==> src/rtl/cpu_pkg.sv <==
// Compilation wrapper that brings the cpu_pkg package (kept in cpu.svh) into the build.
`include "cpu.svh"

==> src/rtl/cpu.svh <==
// Shared CPU definitions: shifter FSM state encoding and datapath width.
// Guarded so it may be pulled into more than one compilation unit.
`ifndef CPU_SVH
`define CPU_SVH

package cpu_pkg;

  localparam int SHIFT_W = 32;
  localparam int SHAMT_W = 5;

  typedef enum logic [1:0] {
    IDLE  = 2'd0,
    SHIFT = 2'd1,
    DONE  = 2'd2
  } shift_state_t;

endpackage

`endif

==> src/rtl/shift_step.sv <==
// Combinational right shift of data_i by n_i bits (0..4), with vacated MSBs set to fill_i.
module shift_step
  import cpu_pkg::*;
(
  input  logic [SHIFT_W-1:0] data_i,
  input  logic [2:0]         n_i,
  input  logic               fill_i,
  output logic [SHIFT_W-1:0] data_o
);

  logic [2*SHIFT_W-1:0] ext;

  // Shifting a fill-extended word keeps the vacated positions equal to fill_i.
  assign ext    = {{SHIFT_W{fill_i}}, data_i} >> n_i;
  assign data_o = ext[SHIFT_W-1:0];

endmodule

==> src/rtl/seq_right_shifter.sv <==
// Multi-cycle right shifter: STEP bits per SHIFT cycle, valid/ready on both sides.
// Arithmetic shifts are honoured only when SEQ_SHIFT_SRA_EN is defined.
module seq_right_shifter
  import cpu_pkg::*;
#(
  parameter int STEP = 1
) (
  input  logic               clk,
  input  logic               rst,
  input  logic               in_valid,
  output logic               in_ready,
  input  logic [SHIFT_W-1:0] in_data,
  input  logic [SHAMT_W-1:0] in_shamt,
  input  logic               in_arith,
  output logic               out_valid,
  input  logic               out_ready,
  output logic [SHIFT_W-1:0] out_data,
  output logic               busy
);

  generate
    if (!(STEP == 1 || STEP == 2 || STEP == 4)) begin : g_bad_step
      $error("seq_right_shifter: STEP must be 1, 2 or 4");
    end
  endgenerate

  shift_state_t       state_q, state_d;
  logic [SHIFT_W-1:0] data_q, data_d;
  logic [SHAMT_W-1:0] rem_q, rem_d;
  logic               fill_q, fill_d;

  logic               accept;
  logic               arith_fill;
  logic [2:0]         step_n;
  logic [SHIFT_W-1:0] shifted;

`ifdef SEQ_SHIFT_SRA_EN
  assign arith_fill = in_arith & in_data[SHIFT_W-1];
`else
  logic unused_arith;
  assign unused_arith = in_arith;
  assign arith_fill   = 1'b0;
`endif

  assign accept = in_valid && in_ready;
  // The last SHIFT cycle may move fewer than STEP bits.
  assign step_n = (rem_q < SHAMT_W'(STEP)) ? rem_q[2:0] : 3'(STEP);

  shift_step u_step (
    .data_i (data_q),
    .n_i    (step_n),
    .fill_i (fill_q),
    .data_o (shifted)
  );

  always_ff @(posedge clk or posedge rst) begin
    if (rst) begin
      state_q <= IDLE;
    end else begin
      state_q <= state_d;
    end
  end

  always_comb begin
    state_d = state_q;
    case (state_q)
      IDLE:    if (accept) state_d = (in_shamt != '0) ? SHIFT : DONE;
      SHIFT:   if (rem_q == SHAMT_W'(step_n)) state_d = DONE;
      DONE:    if (out_ready) state_d = IDLE;
      default: state_d = IDLE;
    endcase
  end

  always_comb begin
    in_ready  = (state_q == IDLE);
    out_valid = (state_q == DONE);
    busy      = (state_q != IDLE);
    out_data  = data_q;
  end

  always_comb begin
    data_d = data_q;
    rem_d  = rem_q;
    fill_d = fill_q;
    if (state_q == IDLE && accept) begin
      data_d = in_data;
      rem_d  = in_shamt;
      fill_d = arith_fill;
    end else if (state_q == SHIFT) begin
      data_d = shifted;
      rem_d  = rem_q - SHAMT_W'(step_n);
    end
  end

  always_ff @(posedge clk or posedge rst) begin
    if (rst) begin
      data_q <= '0;
      rem_q  <= '0;
      fill_q <= 1'b0;
    end else begin
      data_q <= data_d;
      rem_q  <= rem_d;
      fill_q <= fill_d;
    end
  end

endmodule

==> config.mk <==
export PLATFORM = sky130hd
export DESIGN_NAME = seq_right_shifter
export DESIGN_NICKNAME = d
export VERILOG_FILES = /design/src/rtl/cpu_pkg.sv /design/src/rtl/cpu.svh /design/src/rtl/shift_step.sv /design/src/rtl/seq_right_shifter.sv
export SDC_FILE = /design/constraint.sdc
export NUM_CORES = 1
export LEC_CHECK = 0
export CORE_UTILIZATION = 35
export DETAILED_ROUTE_END_ITERATION = 10
export PLACE_DENSITY = 0.57
export SETUP_SLACK_MARGIN = 0.05
export SLEW_MARGIN = 0
export SYNTH_ARGS = -nofsm -noshare
export SYNTH_HDL_FRONTEND = slang
export SYNTH_HIERARCHICAL = 1
export SYNTH_SLANG_ARGS = --single-unit
==> constraint.sdc <==
create_clock -name clk -period 3 [get_ports clk]
set_clock_uncertainty 0.2 [all_clocks]
set_input_delay 0.6 -clock clk [delete_from_list [all_inputs] [get_ports clk]]
set_output_delay 0.6 -clock clk [all_outputs]
set_load 0.01 [all_outputs]
Word level (Yosys, flattened, before mapping). Cells that the tools add are included.

Add/subtract/negate cells: 1. Magnitude comparators: 1. Equality and inequality tests: 6. Shift-type cells: 1. Mux-type cells: 10. Reduce and logical (&&, ||, !) cells: 7.

Operators by type and width (number): two-way mux 32 bit (2); >> shifter 32 x 3 -> 32 bit (1); two-way mux 5 bit (2); two-way mux 2 bit (4); one-hot mux 2 bit (3 select lines) (1); == test 5 x 3 -> 1 bit (1); less-than comparator 5 x 1 -> 1 bit (second input constant) (1); nonzero test 5 bit (1); subtractor 5 x 3 -> 5 bit (1); inequality test 2 x 1 -> 1 bit (second input constant) (2); nonzero test 2 bit (2); two-way mux 3 bit (1); AND reduction 3 bit (1); == test 2 x 1 -> 1 bit (second input constant) (1); == test 2 bit (second input constant) (1); logical AND 1 bit (2); logical NOT 2 bit (1); inequality test 2 bit (second input constant) (1).

Register bits after elaboration: 39. Input bits: 42. Logic and storage cells: 29.

Logic depth before layout (Yosys ltp). Gate-level depths: netlist (run 1).

Depth in word-level cells: 5. Gate-level depth with buffers: 9. Depth with buffers taken out: 7.

Modules after synthesis. Netlist (run 1), hierarchy kept.

Modules (own cells, without submodules): seq_right_shifter (times used 1, cells an instance 215, area each 2005.7 um^2, seq. area each 975.9 um^2); shift_step (times used 1, cells an instance 150, area each 1287.5 um^2, seq. area each 0.0 um^2).

Worst setup path before layout (run 1). No wires, ideal clock.

Path kind: register to register. Start point: register rem_q[2]. End point: register data_q[20] (netlist: out_data[20]). Library setup time: 133 ps. Arrival: 1908 ps. Data required time: 2667 ps. Setup slack: 759 ps. Cell stages (with the launch flop): 10. Path buffers: 2. Period minus slack after synthesis: 2241 ps. Path through: dfrtp_1 > nor3_1 > nand2_1 > buf_6 > or2_2 > buf_4 > o22ai_1 > a221oi_1 > a22oi_1 > o21ai_0.

Cells in the longest elaborated chain, start to end: 5.

RTL lines: start, declared (RTL line seq_right_shifter.sv:29) `logic [SHAMT_W-1:0] rem_q, rem_d;`; start signal, assigned (RTL line seq_right_shifter.sv:102) `rem_q <= rem_d;`; less-than comparator 5 x 1 -> 1 bit (RTL line seq_right_shifter.sv:47) `assign step_n = (rem_q < SHAMT_W'(STEP)) ? rem_q[2:0] : 3'(STEP);`; two-way mux 3 bit (RTL line seq_right_shifter.sv:47); named net step_n[0] (RTL line seq_right_shifter.sv:34) `logic [2:0] step_n;`; >> shifter 32 x 3 -> 32 bit (RTL line shift_step.sv:14) `assign ext = {{SHIFT_W{fill_i}}, data_i} >> n_i;`; named net shifted[20] (RTL line seq_right_shifter.sv:35) `logic [SHIFT_W-1:0] shifted;`; two-way mux 32 bit (RTL line seq_right_shifter.sv:89) `end else if (state_q == SHIFT) begin`; two-way mux 32 bit (RTL line seq_right_shifter.sv:85) `if (state_q == IDLE && accept) begin`; end signal, assigned (RTL line seq_right_shifter.sv:101) `data_q <= data_d;`; end, declared (RTL line seq_right_shifter.sv:28) `logic [SHIFT_W-1:0] data_q, data_d;`.

The timed path passes the listed nets, and every way through them passes these cells. The select of a mux whose other input is x is not followed. A chain may end at the register's enable or synchronous reset.

Final worst setup path (run 1).
Start point: register rem_q[2]. End point: register data_q[3] (netlist: out_data[3]).

The elaborated chain is that of the path after synthesis.

==> metrics.log, run 1 <==
[metrics] crit path capture type: register
[metrics] area post-placement: 4110 um^2
[metrics] worst vdd rail ir drop: 0.380 mV
[metrics] cell count after placement: 544
[metrics] number of max-cap violations: 0
[metrics] average cell area after synthesis: 9.02 um^2
[metrics] setup repair after global routing missed its margin: false
[metrics] minimum period implied by the final worst setup slack: 2570 ps
[metrics] Fmax: 389 MHz
[metrics] Hold Fails Final Rpt: 0
[metrics] count of flip-flops with a built-in enable after synthesis: 0
[metrics] total global-route track usage: around 21%
[metrics] antenna viol nets, final: 0
[metrics] Final nets: 484
[metrics] CTS H-Tree Depth: 2
[metrics] clock insertion delay at the later pin of the skew report: approximately 300 ps
[metrics] wire length of the first global-routing pass: 16.1 mm
[metrics] Warnings, synthesis: 6
[metrics] cts hold-fix bufs: 0
[metrics] count of TritonRoute iterations in the first routing pass: 8
[metrics] Hold Slack: between 300 and 400 ps
[metrics] critical-path maximum fanout: 13
[metrics] count of cell types in the netlist: 55
[metrics] final estimated routing congestion in global placement: 0.837
[metrics] synthesis-to-finish area growth: 28.3%
[metrics] CTS clock-pin slew for the worst setup and hold paths: 90 ps
[metrics] Inserted Clock Buffers: 5
[metrics] fraction of registers with async set/reset: 100%
[metrics] DP Wirelength: 6.82 mm
[metrics] cell taking the most area after synthesis: dfrtp_1
[metrics] CTS sink cnt: 39
[metrics] I/O pins: 77
[metrics] power after layout: 4.19 mW
[metrics] root buffer selected by CTS: clkbuf_8
[metrics] number of vias after detailed routing: 3,233
[metrics] failing checks: DRC
[metrics] classification of the worst-slack hold path: register to register
[metrics] final non-filler cell total: 552
[metrics] Final Cycle Share: 85.6%
[metrics] synthesized cell area: 3290 um^2
[metrics] most common flop cell mapped by yosys: dfrtp_1
[metrics] status: finished with violations
[metrics] leading post-synthesis cells by instance count: dfrtp_1, a22oi_1, o21ai_0
[metrics] die extent in x: 99 um
[metrics] routed vias/inst: 5.86
[metrics] DRC viols: 2
[metrics] site row count: 35
[metrics] area of the core: 9200 um^2
[metrics] Tightest Pin Transition: 906 ps
[metrics] data required time of the critical path: 2990 ps
[metrics] DIE HEIGHT: just under 100 um
[metrics] launching element type of the critical path: register
[metrics] clock tree from TritonCTS: done
[metrics] initial antenna violation count: 0
[metrics] total negative setup slack: 0 ps
[metrics] gate count of the mapped netlist: 365
[metrics] worst setup path category: register to register
[metrics] Max Slew Vio Count: 0
[metrics] number of resized instances in the post-cts repair step: 0
[metrics] GR Overflow Total: 0
[metrics] number of global-route vias before repair: 3,091
[metrics] sequential element share of the synthesized area: 29.6%
[metrics] Total Die Area: 9800 um^2
[metrics] antenna diode count: 0
[metrics] buffers from clock root to sink, at most: 2
[metrics] total wire length after detailed routing: 9.83 mm
[metrics] LEAKAGE: 1.68 nW
[metrics] mean routed wirelength per cell: 17.8 um
[metrics] cell area power density: 993 nW/um^2
[metrics] proportion of layout cells with a drive suffix above 1: 12.7%
[metrics] worst slew slack as a fraction of its limit: about two fifths
[metrics] area share of the leading cell type in the synthesized netlist: 29.6%
[metrics] arrival time worst endpoint: 2560 ps
[metrics] violation count after the first detailed-routing iteration: 304
[metrics] number of synthesized register bits: 39
[metrics] Post-CTS Setup Bufs: 0
[metrics] maximum number of pins on one net before global-route repair: between 40 and 50
[metrics] initial standard-cell utilization of the core: a little over a third
[metrics] cells taking the most area after synthesis: dfrtp_1, a22oi_1, mux2_2, mux2i_1, o21ai_0
[metrics] finished layout cell area: 4230 um^2
[metrics] number of endpoints failing setup at the final stage: 0
[metrics] cell with the most instances after synthesis: dfrtp_1
[metrics] # port buffers: 75
[metrics] slack of the worst reg-to-reg path: between 400 and 500 ps
-- report_power, final --
part	internal (mW)	switching, mW	total, mW
sequential	0.800	0.429	1.23
clock	0.270	0.208	0.477
combinational	1.30	1.19	2.49
-- metal layers --
layer	share of wire (%)	wire [um]	track usage (%)
met4	1.5	144	5.74
met1	47	4590	29.7
met5	0	0	0
met3	5.7	562	2.55
met2	46	4530	32.3
-- critical path, cell delays in order, from the launching register on --
cell and delay (ps):
dfrtp_1 450, nor3_1 320, nand2_1 310, buf_4 300, mux2i_1 230, o22ai_1 110
a221o_1 280, a22oi_1 150, o21ai_0 100
-- area by class of cell --
class,instances,area (um^2)
tap,111,139
clock inverter,2,35.0
fill,915,4970
timing repair buffer,90,863
sequential,39,976
clock buffer,6,82.6
inverter,8,30.0
multi-input combinational,296,2100
-- cell usage in the layout (no fill, tap or decap), types with 4 or more instances in the layout --
| cell | n |
|---|---|
| clkbuf_8 | 6 |
| nand2b_1 | 4 |
| buf_4 | 15 |
| clkdlybuf4s50_1 | 75 |
| dfrtp_1 | 39 |
| nor2b_1 | 23 |
| nand2_1 | 28 |
| o22ai_1 | 23 |
| a22oi_1 | 35 |
| conb_1 | 12 |
| a211oi_1 | 5 |
| a221o_1 | 4 |
| nor2_1 | 15 |
| mux2i_1 | 20 |
| a221oi_1 | 16 |
| mux2_2 | 19 |
| o21ai_0 | 32 |
| a21oi_1 | 15 |
| inv_1 | 8 |
-- state kept, by name, summed over array words and instances, names as in the netlist --
| signal | flops |
|---|---|
| state_q | 2 |
| rem_q | 5 |
| out_data | 32 |
-- metrics by stage --
step	worst slack [ps]	utilization, %
after floorplan	759	-
after global placement	495	44.7
after detailed placement	469	44.7
after CTS	445	45.9
after global routing	228	45.9
final	431	45.9
-- worst paths after layout --
path,start,end,depth (start not counted)
max,rem_q[2]$_DFFE_PP0P_,out_data[3]$_DFFE_PP0P_,8
min,out_data[14]$_DFFE_PP0P_,out_data[14]$_DFFE_PP0P_,2
max reg2reg,rem_q[2]$_DFFE_PP0P_,out_data[3]$_DFFE_PP0P_,8
min reg2reg,out_data[14]$_DFFE_PP0P_,out_data[14]$_DFFE_PP0P_,2
max in group asynchronous,rst,out_data[22]$_DFFE_PP0P_,3
min in group asynchronous,rst,state_q[0]$_DFFE_PP0P_,3
-- cells by family after synthesis --
group           count (synthesis)  synth area share (%)
compound gates                154                  33.2
simple gates                   83                  12.8
mux                            45                  15.6
buf+inv                        41                  7.86
flops                          39                  29.6
fa+ha+maj                       2                 0.760
other cells                     1                 0.114
No activity file was read; power rests on OpenSTA's default activity.
==> inputs of run 2 (changes only) <==
Settings changed: CORE_UTILIZATION 35 to 25, PLACE_DENSITY 0.57 to 0.44, SETUP_SLACK_MARGIN 0.05 to default, TNS_END_PERCENT from default to 1.
==> run 2 against run 1 <==
Net effect: critical path depth is 1 lower; die area is 39% higher; critical path type unchanged; sequential share of layout area decreased by 0.70 points; highest routed layer unchanged; the flow now finishes without violations; final cell count increased by 11%; wire length increased by 11%.
==> metrics.log, run 2 (synthesis gave the netlist of run 1 again) <==
[metrics] launching element type of the critical path: register
[metrics] buffers from clock root to sink, at most: 2 (unchanged)
[metrics] commonest non-fill, non-tap cells in the layout: clkdlybuf4s50_1, dfrtp_1, a22oi_1
[metrics] Inserted Clock Buffers: 5 (unchanged)
[metrics] classification of the worst-slack hold path: register to register
[metrics] site row count: 41 (+17%)
[metrics] proportion of layout cells with a drive suffix above 1: 12.7% (unchanged)
[metrics] flip-flop count of the largest register, all copies and words added: 32 (unchanged)
[metrics] status: finished clean
[metrics] data required time of the critical path: 2990 ps (about the same)
[metrics] LEAKAGE: 1.71 nW (+1.6%)
[metrics] DP Wirelength: 7.76 mm (+14%)
[metrics] slack of the worst reg-to-reg path: 420 ps (about the same)
[metrics] Total Die Area: 13,600 um^2 (+39%)
[metrics] routed vias/inst: 5.27 (-10%)
[metrics] CTS clock-pin slew for the worst setup and hold paths: 60 ps (-30 ps)
[metrics] number of vias after detailed routing: 3,232 (-0.031%)
[metrics] final critical-path setup slack: 420 ps (-11.7 ps)
[metrics] root buffer selected by CTS: clkbuf_16
[metrics] die extent in x: 117 um (+18%)
[metrics] CTS H-Tree Depth: 2 (unchanged)
[metrics] number of endpoints failing setup at the final stage: 0 (unchanged)
[metrics] cell area power density: 1010 nW/um^2 (+1.5%)
[metrics] delay-heaviest family, CP: simple AND/OR/NAND/NOR gates
[metrics] worst vdd rail ir drop: 0.357 mV (-6.1%)
[metrics] largest stage delay on the critical path: 450 ps (about the same)
[metrics] cell-by-cell trace of the critical path: nor3_1, nand2_1, nand2b_1, o22ai_1, a211oi_1, a22oi_1, o21ai_0
[metrics] initial antenna violation count: 0 (unchanged)
[metrics] crit path capture type: register
[metrics] number of max-cap violations: 0 (unchanged)
[metrics] Post-CTS Setup Bufs: 0 (unchanged)
[metrics] Max Slew Vio Count: 0 (unchanged)
[metrics] Worst Hold Endpoint: out_data[14]$_DFFE_PP0P_
[metrics] number of global-route vias before repair: 3,109 (+0.58%)
[metrics] arrival time worst endpoint: 2570 ps (about the same)
[metrics] total global-route track usage: 16.3% (-4.3 points)
[metrics] setup repair after global routing missed its margin: false
[metrics] R2R Path End: out_data[25]$_DFFE_PP0P_
[metrics] total wire length after detailed routing: 10.9 mm (+11%)
[metrics] clock insertion delay at the later pin of the skew report: 280 ps (-20 ps)
[metrics] CTS sink cnt: 39 (unchanged)
[metrics] number of resized instances in the post-cts repair step: 0 (unchanged)
[metrics] worst setup path category: register to register
[metrics] Register-to-Register Path Depth: 7 (-1)
[metrics] wire length of the first global-routing pass: 17.1 mm (+6.4%)
[metrics] area of the multi-input gates: 2100 um^2 (unchanged)
[metrics] highest-utilization routing layer at the global route stage: met2
[metrics] area of the core: 12,700 um^2 (+38%)
[metrics] crit path buf inv count: 0 (-1)
[metrics] cts hold-fix bufs: 0 (unchanged)
[metrics] Fmax: 388 MHz (-0.45%)
[metrics] Tightest Pin Transition: 883 ps (-23.5 ps)
[metrics] total negative setup slack: 0 ps (unchanged)
[metrics] worst slack at placement: 463 ps (-5.73 ps)
[metrics] count of TritonRoute iterations in the first routing pass: 5 (-3)
[metrics] DIE HEIGHT: 117 um (+18%)
[metrics] minimum period implied by the final worst setup slack: 2580 ps (+11.7 ps)
[metrics] Final nets: 484 (unchanged)
[metrics] power after layout: 4.39 mW (+4.7%)
[metrics] antenna viol nets, final: 0 (unchanged)
[metrics] Fill cells: 1,356 (+48%)
[metrics] Final Cycle Share: 86.0% (+0.39 points)
[metrics] maximum number of pins on one net before global-route repair: 40 (-7.0%)
[metrics] initial standard-cell utilization of the core: 25.9% (-9.9 points)
[metrics] Register Area: 976 um^2 (unchanged)
[metrics] grt met3 use: 2.32% (-0.24 points)
[metrics] Hold Fails Final Rpt: 0 (unchanged)
[metrics] hold path startpoint: out_data[14]$_DFFE_PP0P_
[metrics] antenna diode count: 0 (unchanged)
[metrics] final estimated routing congestion in global placement: 0.828 (-0.97%)
[metrics] # port buffers: 75 (unchanged)
[metrics] mean routed wirelength per cell: 17.8 um (about the same)
[metrics] GR Overflow Total: 0 (unchanged)
[metrics] DRC viols: 0 (-2)
[metrics] commonest non-fill, non-tap cell in the layout: clkdlybuf4s50_1
[metrics] synthesis-to-finish area growth: 32.3%
[metrics] Critical R2R Launch: rem_q[2]$_DFFE_PP0P_
[metrics] worst slew slack as a fraction of its limit: 41.0% (+1.6 points)
[metrics] number of cells traversed by the worst hold path: 2 (unchanged)
[metrics] critical-path maximum fanout: 10 (-3)
[metrics] Critical Path Slowest Stage Cell: nand2b_1
[metrics] fraction of the core area covered by cells at the end of the flow: 34.3% (-12 points)
[metrics] M1 GR Usage: 23.9% (-5.7 points)
[metrics] I/O pins: 77 (unchanged)
[metrics] clock tree from TritonCTS: done
[metrics] violation count after the first detailed-routing iteration: 241 (-21%)
[metrics] global routing usage on met2: 25.0% (-7.3 points)
==> run 2: cell counts in the layout (fill, tap and decap cells not counted) <==
No cell type changed its count.
==> run 2: final cells by class <==
cell class                      instances  share of cell area, %
Clock inverter                          2                  0.804
Tap cell                              172                   4.94
Multi-Input combinational cell        296                   48.2
Clock buffer                            6                   3.19
Sequential cell                        39                   22.4
Timing Repair Buffer                   90                   19.8
Inverter                                8                  0.689
==> run 2: where the power goes <==
group	total (mW)	internal [mW]	switching, mW
sequential	1.26	0.801	0.456
clock	0.633	0.414	0.219
combinational	2.50	1.29	1.21
==> run 2: routing by layer <==
metal / share of wire (%) / routed length (um)
met5: 0 / 0
met3: 5.1 / 553
met4: 0.86 / 94
met1: 49 / 5400
met2: 45 / 4870
==> run 2: worst max path at each step <==
stage / from / endpoint / slack [ps] / depth (start not counted)
2_1_floorplan: rem_q[2]$_DFFE_PP0P_ / out_data[20]$_DFFE_PP0P_ / 760 / 9
3_3_place_gp: rem_q[2]$_DFFE_PP0P_ / out_data[2]$_DFFE_PP0P_ / 470 / 8
3_5_place_dp: in_valid / out_data[4]$_DFFE_PP0P_ / 460 / 5
4_1_cts: rem_q[2]$_DFFE_PP0P_ / out_data[2]$_DFFE_PP0P_ / 460 / 8
5_1_grt: rem_q[2]$_DFFE_PP0P_ / out_data[13]$_DFFE_PP0P_ / 230 / 7
6_report: rem_q[2]$_DFFE_PP0P_ / out_data[25]$_DFFE_PP0P_ / 420 / 7
==> run 2: worst reg2reg max path, stage by stage, from the launching register on <==
cell and delay [ps]:
dfrtp_1 440, nor3_1 330, nand2_1 310, nand2b_1 450, o22ai_1 160, a211oi_1 290, a22oi_1 130, o21ai_0 180
==> run 2: stage by stage <==
step	cells	instance area, um^2	hold WS [ps]
5_1_grt	613	4360	392
2_1_floorplan	376	3330	340
6_report	613	4360	349
3_3_place_gp	605	4180	339
4_1_cts	613	4360	356
3_5_place_dp	605	4180	340
==> inputs of run 3 (changes only) <==
Settings changed: PLACE_DENSITY 0.44 to default, PLACE_DENSITY_LB_ADDON from default to 0.15.
==> run 3 against run 2 <==
Net effect: final cell count decreased by 0.33%; register-to-register slack improved by 100 ps; setup slack improved by 100 ps; via count decreased by 1.1%; fmax increased by 4.2%; cell area decreased by 0.86%; largest cell class unchanged; first-iteration DRC count unchanged; count of clock-buffer cells in the layout unchanged; critical path type unchanged.
==> metrics.log, run 3 (synthesis gave the netlist of run 1 again) <==
[metrics] wire length of the first global-routing pass: 16.7 mm (-2.2%)
[metrics] Final Cycle Share: 82.6% (-3.4 points)
[metrics] commonest non-fill, non-tap cell in the layout: clkdlybuf4s50_1
[metrics] flip-flop count of the largest register, all copies and words added: 32 (unchanged)
[metrics] power after layout: 4.26 mW (-3.0%)
[metrics] Post-CTS Setup Bufs: 0 (unchanged)
[metrics] cell area power density: 987 nW/um^2 (-2.1%)
[metrics] commonest non-fill, non-tap cells in the layout: clkdlybuf4s50_1, dfrtp_1, a22oi_1
[metrics] crit path capture type: register
[metrics] maximum number of pins on one net before global-route repair: 42 (+5.0%)
[metrics] worst setup path category: register to register
[metrics] Inserted Clock Buffers: 5 (unchanged)
[metrics] root buffer selected by CTS: clkbuf_16
[metrics] DIE HEIGHT: 117 um (unchanged)
[metrics] total global-route track usage: 15.9% (-0.36 points)
[metrics] routed vias/inst: 5.23 (-0.82%)
[metrics] global routing usage on met2: 24.9% (-0.079 points)
[metrics] classification of the worst-slack hold path: register to register
[metrics] launching element type of the critical path: register
[metrics] total negative setup slack: 0 ps (unchanged)
[metrics] M1 GR Usage: 23.0% (-0.95 points)
[metrics] die extent in x: 117 um (unchanged)
[metrics] number of max-cap violations: 0 (unchanged)
[metrics] cts hold-fix bufs: 0 (unchanged)
[metrics] number of global-route vias before repair: 3,024 (-2.7%)
[metrics] total wire length after detailed routing: 10.5 mm (-3.6%)
[metrics] LEAKAGE: 1.69 nW (-1.1%)
[metrics] Total Die Area: 13,600 um^2 (unchanged)
[metrics] number of endpoints failing setup at the final stage: 0 (unchanged)
[metrics] count of TritonRoute iterations in the first routing pass: 5 (unchanged)
[metrics] initial standard-cell utilization of the core: 25.9% (unchanged)
[metrics] worst slew slack as a fraction of its limit: 40.7% (-0.32 points)
[metrics] CTS clock-pin slew for the worst setup and hold paths: 60 ps (about the same)
[metrics] Fmax: 404 MHz (+4.2%)
[metrics] Final nets: 483 (-0.21%)
[metrics] final estimated routing congestion in global placement: 0.847 (+2.2%)
[metrics] GR Overflow Total: 0 (unchanged)
[metrics] Hold Slack: 344 ps (-4.52 ps)
[metrics] buffers from clock root to sink, at most: 2 (unchanged)
[metrics] status: finished clean
[metrics] grt met3 use: 2.37% (+0.051 points)
[metrics] worst vdd rail ir drop: 0.299 mV (-16%)
[metrics] highest-utilization routing layer at the global route stage: met2
[metrics] data required time of the critical path: 2940 ps (-50 ps)
[metrics] synthesis-to-finish area growth: 31.2%
[metrics] antenna diode count: 0 (unchanged)
[metrics] violation count after the first detailed-routing iteration: 241 (unchanged)
[metrics] minimum period implied by the final worst setup slack: 2480 ps (-103 ps)
[metrics] # port buffers: 75 (unchanged)
[metrics] Hold Fails Final Rpt: 0 (unchanged)
[metrics] antenna viol nets, final: 0 (unchanged)
[metrics] CTS H-Tree Depth: 2 (unchanged)
[metrics] proportion of layout cells with a drive suffix above 1: 12.3% (-0.40 points)
[metrics] number of vias after detailed routing: 3,195 (-1.1%)
[metrics] clock tree from TritonCTS: done
[metrics] initial antenna violation count: 0 (unchanged)
[metrics] number of resized instances in the post-cts repair step: 0 (unchanged)
[metrics] Tightest Pin Transition: 888 ps (+4.82 ps)
[metrics] setup repair after global routing missed its margin: false
[metrics] DP Wirelength: 7.59 mm (-2.1%)
[metrics] clock insertion delay at the later pin of the skew report: 280 ps (about the same)
[metrics] DRC viols: 0 (unchanged)
[metrics] I/O pins: 77 (unchanged)
[metrics] arrival time worst endpoint: 2420 ps (-150 ps)
[metrics] Max Slew Vio Count: 0 (unchanged)
[metrics] site row count: 41 (unchanged)
[metrics] CTS sink cnt: 39 (unchanged)
[metrics] area of the core: 12,700 um^2 (unchanged)
[metrics] critical-path maximum fanout: 16 (+6)
[metrics] mean routed wirelength per cell: 17.2 um (-3.3%)
## run 3: changes by cell type in the layout (fill, tap and decap cells not counted), sizes merged
cell    delta
buf        -1
bufinv     -1
## run 3: final timing paths
| kind | cells after the start | from | endpoint | slack, ps |
|---|---|---|---|---|
| worst max-delay path | 8 | rem_q[2]$_DFFE_PP0P_ | out_data[2]$_DFFE_PP0P_ | 520 |
| worst max register to register | 8 | rem_q[2]$_DFFE_PP0P_ | out_data[2]$_DFFE_PP0P_ | 520 |
| max in group asynchronous | 3 | rst | rem_q[4]$_DFFE_PP0P_ | 1680 |
| worst min register to register | 2 | out_data[14]$_DFFE_PP0P_ | out_data[14]$_DFFE_PP0P_ | 340 |
| min in group asynchronous | 3 | rst | out_data[19]$_DFFE_PP0P_ | 550 |
| worst min-delay path | 2 | out_data[14]$_DFFE_PP0P_ | out_data[14]$_DFFE_PP0P_ | 340 |
## run 3: cell type report
type	count	area [um^2]
multi-input combinational	296	2100
fill	1384	8400
timing repair buffer	89	856
tap	172	215
inverter	8	30.0
sequential	39	976
clock inverter	1	5.00
clock buffer	6	139
## run 3: routing by layer
layer	wire, um	vias up
met5	0	-
met4	99	0
met3	581	8
met2	4870	96
met1	4970	1544
li1	-	1547
## run 3: power breakdown
group / total, mW / switching, mW / internal [mW] / leakage (nW)
Clock: 0.536 / 0.212 / 0.325 / 0.0727
Combinational: 2.48 / 1.20 / 1.28 / 1.15
Sequential: 1.24 / 0.442 / 0.802 / 0.469
## run 3: worst max-delay path, stage by stage, from the launching register on
cell and delay, ps:
dfrtp_1 440, nor3_1 330, nand2_1 230, buf_4 270, mux2i_1 210, o22ai_1 130, a221o_1 270, a22oi_1 150
o21ai_0 100
## run 3: per-stage QoR
step | util [%] | std cells | instance area (um^2) | worst slack, ps
after floorplan | - | 376 | 3330 | 759
after global placement | 32.8 | 604 | 4180 | 547
after detailed placement | 32.8 | 604 | 4180 | 547
after CTS | 34.0 | 611 | 4320 | 535
after global routing | 34.0 | 611 | 4320 | 311
final | 34.0 | 611 | 4320 | 523
